### src/rtl/motor_interlock_gate.sv
// Motor interlock gate: passes per-motor control words from the GBT stream to
// the motor outputs only while the interlock key is valid, frames keep
// arriving and no kill is asserted. Adds arming, a frame watchdog, a per-motor
// enable mask and a sticky trip with a cause code. Single clock domain.

package ckrs_pkg;
  typedef struct packed {
    logic clk;
    logic reset;
  } ckrs_t;
endpackage

// One motor channel: output register that either shows the safe word or the
// last accepted control word for this motor.
module motor_interlock_lane #(
  parameter int                   CTRL_BITS = 4,
  parameter logic [CTRL_BITS-1:0] SAFE_WORD = '1
) (
  input  logic                 clk_i,
  input  logic                 rst_i,
  input  logic                 safe_i,   // force safe word on next clock
  input  logic                 load_i,   // accept data_i on next clock
  input  logic [CTRL_BITS-1:0] data_i,
  output logic [CTRL_BITS-1:0] ctrl_o
);
  logic [CTRL_BITS-1:0] ctrl_q, ctrl_d;

  // Safe has priority over load so a masked or non-active motor never moves.
  always_comb begin
    ctrl_d = ctrl_q;
    if (safe_i)      ctrl_d = SAFE_WORD;
    else if (load_i) ctrl_d = data_i;
  end

  // Output register; reset drives the safe word immediately.
  always_ff @(posedge clk_i or posedge rst_i) begin
    if (rst_i) ctrl_q <= SAFE_WORD;
    else       ctrl_q <= ctrl_d;
  end

  assign ctrl_o = ctrl_q;
endmodule

module motor_interlock_gate
  import ckrs_pkg::*;
#(
  parameter int                    g_Motors        = 16,
  parameter int                    g_CtrlBits      = 4,
  parameter logic [g_CtrlBits-1:0] g_SafeWord      = 4'hF,
  parameter logic [31:0]           g_Key           = 32'h0,
  parameter int                    g_ArmFrames     = 8,
  parameter int                    g_TimeoutCycles = 4000
) (
  input  ckrs_t                            ClkRs_ix,
  input  logic [g_Motors*g_CtrlBits-1:0]   ctrl_ib,
  input  logic                             ctrlValid_i,
  input  logic [31:0]                      key_ib32,
  input  logic                             loopback_i,
  input  logic                             forceSafe_i,
  input  logic                             clearTrip_i,
  input  logic [g_Motors-1:0]              mask_ib,
  output logic [g_Motors*g_CtrlBits-1:0]   ctrl_ob,
  output logic [1:0]                       state_ob2,
  output logic                             active_o,
  output logic [2:0]                       tripCause_ob3,
  output logic [15:0]                      frameCount_ob16
);
  localparam int ARM_W  = $clog2(g_ArmFrames + 1);
  localparam int WDOG_W = $clog2(g_TimeoutCycles);
  localparam logic [ARM_W-1:0]  ARM_DONE  = ARM_W'(g_ArmFrames);
  localparam logic [WDOG_W-1:0] WDOG_LAST = WDOG_W'(g_TimeoutCycles - 1);

  typedef enum logic [1:0] {
    ST_SAFE    = 2'd0,
    ST_ARMING  = 2'd1,
    ST_ACTIVE  = 2'd2,
    ST_TRIPPED = 2'd3
  } state_e;

  // The reset input is expected to be released synchronously upstream;
  // assertion acts asynchronously on every register here.
  logic clk, rst;
  assign clk = ClkRs_ix.clk;
  assign rst = ClkRs_ix.reset;

  state_e             state_q, state_d;
  logic [ARM_W-1:0]   arm_q, arm_d, arm_inc;
  logic [WDOG_W-1:0]  wdog_q, wdog_d;
  logic [2:0]         cause_q, cause_d;
  logic [15:0]        fcnt_q, fcnt_d;

  logic key_ok, kill, running, expire, trip, load;

  assign key_ok  = (key_ib32 == g_Key);
  assign kill    = forceSafe_i | loopback_i;
  assign running = (state_q == ST_ARMING) || (state_q == ST_ACTIVE);
  // A strobe in the last watchdog cycle rescues the link.
  assign expire  = running && !ctrlValid_i && (wdog_q == WDOG_LAST);
  assign trip    = !key_ok || expire || kill;
  assign arm_inc = arm_q + ARM_W'(1);

  // Watchdog: cleared by every strobe and while idle/tripped.
  always_comb begin
    wdog_d = wdog_q + WDOG_W'(1);
    if (!running || ctrlValid_i || expire) wdog_d = '0;
  end

  // Interlock FSM: next state, arm counter, trip causes, strobe acceptance.
  always_comb begin
    state_d = state_q;
    arm_d   = arm_q;
    cause_d = cause_q;
    load    = 1'b0;
    case (state_q)
      ST_SAFE: begin
        arm_d = '0;
        if (ctrlValid_i && key_ok && !kill) begin
          arm_d   = ARM_W'(1);
          state_d = (g_ArmFrames == 1) ? ST_ACTIVE : ST_ARMING;
        end
      end
      ST_ARMING: begin
        // Aborting arming is never a trip: it just starts over from SAFE.
        if (kill || expire) begin
          state_d = ST_SAFE;
          arm_d   = '0;
        end else if (ctrlValid_i) begin
          if (!key_ok) begin
            state_d = ST_SAFE;
            arm_d   = '0;
          end else begin
            arm_d = arm_inc;
            if (arm_inc == ARM_DONE) state_d = ST_ACTIVE;
          end
        end
      end
      ST_ACTIVE: begin
        arm_d = '0;
        // A strobe coinciding with a trip is dropped.
        if (trip) begin
          state_d = ST_TRIPPED;
          cause_d = cause_q | {kill, expire, !key_ok};
        end else if (ctrlValid_i) begin
          load = 1'b1;
        end
      end
      ST_TRIPPED: begin
        arm_d = '0;
        if (clearTrip_i && !kill) begin
          state_d = ST_SAFE;
          cause_d = '0;
        end else begin
          // The watchdog is idle here, so only key and kill can add causes.
          cause_d = cause_q | {kill, 1'b0, !key_ok};
        end
      end
      default: begin
        state_d = ST_SAFE;
        arm_d   = '0;
      end
    endcase
  end

  // Accepted-frame counter, saturating.
  always_comb begin
    fcnt_d = fcnt_q;
    if (load && (fcnt_q != 16'hFFFF)) fcnt_d = fcnt_q + 16'd1;
  end

  // Control state registers.
  always_ff @(posedge clk or posedge rst) begin
    if (rst) begin
      state_q <= ST_SAFE;
      arm_q   <= '0;
      wdog_q  <= '0;
      cause_q <= '0;
      fcnt_q  <= '0;
    end else begin
      state_q <= state_d;
      arm_q   <= arm_d;
      wdog_q  <= wdog_d;
      cause_q <= cause_d;
      fcnt_q  <= fcnt_d;
    end
  end

  // Per-motor output registers. Keying off the next state makes the outputs
  // go safe on the same edge the FSM leaves ACTIVE.
  for (genvar m = 0; m < g_Motors; m++) begin : gen_lane
    motor_interlock_lane #(
      .CTRL_BITS (g_CtrlBits),
      .SAFE_WORD (g_SafeWord)
    ) u_lane (
      .clk_i  (clk),
      .rst_i  (rst),
      .safe_i ((state_d != ST_ACTIVE) || !mask_ib[m]),
      .load_i (load),
      .data_i (ctrl_ib[m*g_CtrlBits +: g_CtrlBits]),
      .ctrl_o (ctrl_ob[m*g_CtrlBits +: g_CtrlBits])
    );
  end

  assign state_ob2       = state_q;
  assign active_o        = (state_q == ST_ACTIVE);
  assign tripCause_ob3   = cause_q;
  assign frameCount_ob16 = fcnt_q;
endmodule
### config.mk
export PLATFORM = sky130hd
export DESIGN_NAME = motor_interlock_gate
export DESIGN_NICKNAME = d
export VERILOG_FILES = /design/src/rtl/motor_interlock_gate.sv
export SDC_FILE = /design/constraint.sdc
export NUM_CORES = 1
export LEC_CHECK = 0
export BUFFER_PORTS_ARGS = -buffer_cell sky130_fd_sc_hd__buf_2
export CORE_UTILIZATION = 35
export CTS_BUF_LIST = sky130_fd_sc_hd__clkbuf_4
export CTS_CLUSTER_SIZE = 12
export DETAILED_ROUTE_END_ITERATION = 8
export PLACE_DENSITY = 0.67
export SYNTH_ARGS = -nofsm -noshare
export SYNTH_HDL_FRONTEND = slang
export SYNTH_HIERARCHICAL = 1
export SYNTH_SLANG_ARGS = --single-unit
### constraint.sdc
create_clock -name ClkRs_ix -period 8.5 [get_ports ClkRs_ix]
set_clock_uncertainty 0.2 [all_clocks]
set_input_delay 1.7 -clock ClkRs_ix [delete_from_list [all_inputs] [get_ports ClkRs_ix]]
set_output_delay 1.7 -clock ClkRs_ix [all_outputs]
set_load 0.005 [all_outputs]
==> run summary <==
Seq pwr share: 40.4%
hold depth: 1
Final Critical Period: 4.612 ns
Initial Utilization: 36.25%
Crit. End Element: register
Die Y: 119.8 µm
Final Setup Violations: 0
Crit path arrival time: 4.83 ns
detailed-route DRC error count: 0
Final Hold Vio Count: 0
Max Transition Viols Final: 0
CTS resizes: 0
Critical R2R Launch: state_ob2[0]$_DFF_PP0_
grt total ovfl: 0
pre-CTS WS: 3.217 ns
RSZ-0062 raised after global routing: false
die area: 0.01435 mm²
Clock Power Share: 57.1%
#FFs+latches synth: 101
Internal: 764.9 µW
worst slew pin tran: 1.036 ns
fmax: 0.2168 GHz
power density cells: 195.4 mW/mm²
Hold WC Path Type: register to register
Worst EP required: 8.72 ns
worst-path fanout max: 82
DRT iter0 DRCs: 225
Setup Buffers After CTS: 0
core area: 0.01340 mm²
relative slew slack: 30.72%
number of nets in the layout: 863
fin crit share: 54.26%
switching power: 536.2 µW
vias: 4638
GP Congestion: 0.8060
Synthesized Nets: 562
RR Endpoint: gen_lane[0].u_lane/ctrl_o[2]$_DFFE_PP1P_
leakage: 0.003054 µW
Worst Setup Path Type: input port to register
initial antenna violation count: 2
drt wl/cell: 15.09 µm
# rows: 42
vias in the first global route: 5104
sequential area share after synthesis: 53.68%
die width: 119.8 µm
setup ws final: 3.888 ns
Min-Delay Endpoint: frameCount_ob16[12]$_DFFE_PP0P_
Total GRT Usage: 20.12%
Warnings, synthesis: 6
FF-to-FF setup slack: 4.67 ns
Setup TNS Final: 0 ns
startpoint types: input port
Routed Wire Length: 13.99 mm
io pins: 204
drt pass-1 iters: 4
library cells used by synthesis: 46
ANT nets after route: 0
CTS tree: done
syn_area_per_cell: 11.11 µm²
first-pass GRT wire length: 21.53 mm
VDD IR max: 0.1054 mV
worst-skew pair later-pin latency: 0.47 ns
via-per-instance ratio: 5.003
PortBufs: 202
largest net degree at the start of global routing: 83
Hold Crit Start: frameCount_ob16[12]$_DFFE_PP0P_
Mapped Area: 0.004857 mm²
r2r worst-path depth: 9
combinational share of power: 2.5%
Mapped Cells: 437
outcome: complete, no violations
Max-cap violations: 0
Layout area overhead: 37.09%
switching part of the total power: 41.21%
hpwl dp: 9.567 mm
Worst-path clk slew: 0.15 ns
Hold Buf Count CTS: 0
share of layout cells above drive strength 1: 41.26%
[cell type report]
cell class / count / area, µm²
multi-input combinational: 307 / 2145
clock inverter: 113 / 498.0
timing repair buffer: 203 / 1018
fill: 1263 / 6741
inverter: 6 / 22.52
tap: 176 / 220.2
clock buffer: 19 / 142.6
antenna: 2 / 5.005
sequential: 101 / 2608
[cells by family (layout without fill, tap and decap cells)]
logic type	after synthesis	in the layout	synth area share [%]
buffers and inverters	29	341	2.447
other	0	2	0
multiplexers	1	1	0.2318
XOR/XNOR	25	25	4.508
AO/OA/AOI/OAI	90	90	15.25
AND/OR/NAND/NOR	184	184	22.08
flip-flops	101	101	53.68
adder cells (fa/ha/maj)	7	7	1.803
[flip-flops by register name, summed over array words and instances, names as in the netlist]
signal                  cells
state_ob2                   2
gen_lane.u_lane/ctrl_o     64
arm_q                       4
tripCause_ob3               3
wdog_q                     12
frameCount_ob16            16
[power groups by stage]
stage	sequential (µW)	combinational (µW)	clock, µW
after global placement	535	32.1	148
after CTS	526	33.2	797
final	526	33.0	742
after floorplan	535	3.50	148
after global routing	526	35.6	879
after detailed placement	535	33.1	148
[cells in the mapped netlist (all sizes together)]
cell type | count | area (µm²)
a211o | 65 | 569.3
a21boi | 1 | 7.510
a21oi | 5 | 25.02
a311o | 1 | 10.01
a311oi | 1 | 8.760
a31oi | 4 | 31.28
a41oi | 1 | 8.760
and2 | 3 | 18.77
and4 | 3 | 26.28
and4b | 1 | 10.01
buf | 5 | 28.77
clkbuf | 1 | 3.750
dfrtp | 37 | 925.9
dfstp | 64 | 1682
ha | 7 | 87.58
inv | 23 | 86.33
mux2 | 1 | 11.26
nand2 | 24 | 92.59
nand3 | 15 | 75.07
nand3b | 1 | 7.510
nand4 | 23 | 150.1
nand4bb | 1 | 11.26
nor2 | 29 | 108.9
nor2b | 64 | 400.4
nor3 | 4 | 30.03
nor4 | 9 | 71.32
nor4b | 1 | 23.77
nor4bb | 1 | 10.01
o211ai | 1 | 12.51
o21ai | 8 | 40.04
o21bai | 1 | 11.26
o31ai | 1 | 7.510
o32ai | 1 | 8.760
or2 | 1 | 6.260
or3 | 2 | 12.51
or4 | 1 | 7.510
or4b | 1 | 10.01
xnor2 | 14 | 122.6
xor2 | 11 | 96.34
[stage by stage]
stage	cells	instance area [µm²]	utilization, %	power (µW)	hold slack, ns
2_1_floorplan	437	4857	-	686.3	0.2555
3_3_place_gp	810	6077	45.35	714.9	0.2721
3_5_place_dp	810	6077	45.35	715.9	0.2791
4_1_cts	925	6654	49.65	1356	0.3023
5_1_grt	927	6659	49.69	1440	0.3210
6_report	927	6659	49.69	1301	0.3005
[worst max path at each step]
stage                       startpoint                                       end  cells past startpoint
after floorplan           key_ib32[30]  gen_lane[0].u_lane/ctrl_o[0]$_DFFE_PP1P_                      7
after global placement     ClkRs_ix[0]                      arm_q[0]$_DFFE_PP0P_                      1
after detailed placement   ClkRs_ix[0]                      arm_q[0]$_DFFE_PP0P_                      1
after CTS                 key_ib32[29]  gen_lane[2].u_lane/ctrl_o[3]$_DFFE_PP1P_                      9
after global routing       key_ib32[5]  gen_lane[0].u_lane/ctrl_o[2]$_DFFE_PP1P_                      9
final                      key_ib32[5]  gen_lane[0].u_lane/ctrl_o[2]$_DFFE_PP1P_                      9
[metal layers]
metal	wire, µm	track usage, %	up-vias
met5	0	0	-
met4	500	20.70	0
met3	989	11.55	38
met2	7109	29.99	189
met1	5394	18.73	2227
li1	-	-	2184
[worst max-delay path, stage by stage]
cell,delay (ns)
buf_2,0.10
nor4_1,0.30
nand4_1,0.28
nor2_1,0.25
nand2_1,0.17
nor2_4,0.78
buf_4,0.76
nor2b_1,0.13
a211o_1,0.30
[cell usage in the layout (no fill, tap or decap), types with 3 or more instances in the layout]
cell        n
xor2_1     11
nand4_1    22
nand3_1    15
a21oi_1     5
buf_2     202
dfrtp_1    37
nor2_1     28
dfstp_2    64
nand2_1    23
inv_1     108
and2_1      3
nor2b_1    64
ha_1        7
clkbuf_4   19
nor4_1      8
xnor2_1    14
and4_1      3
a211o_1    65
o21ai_0     8
(Power assumes the default switching activity.)
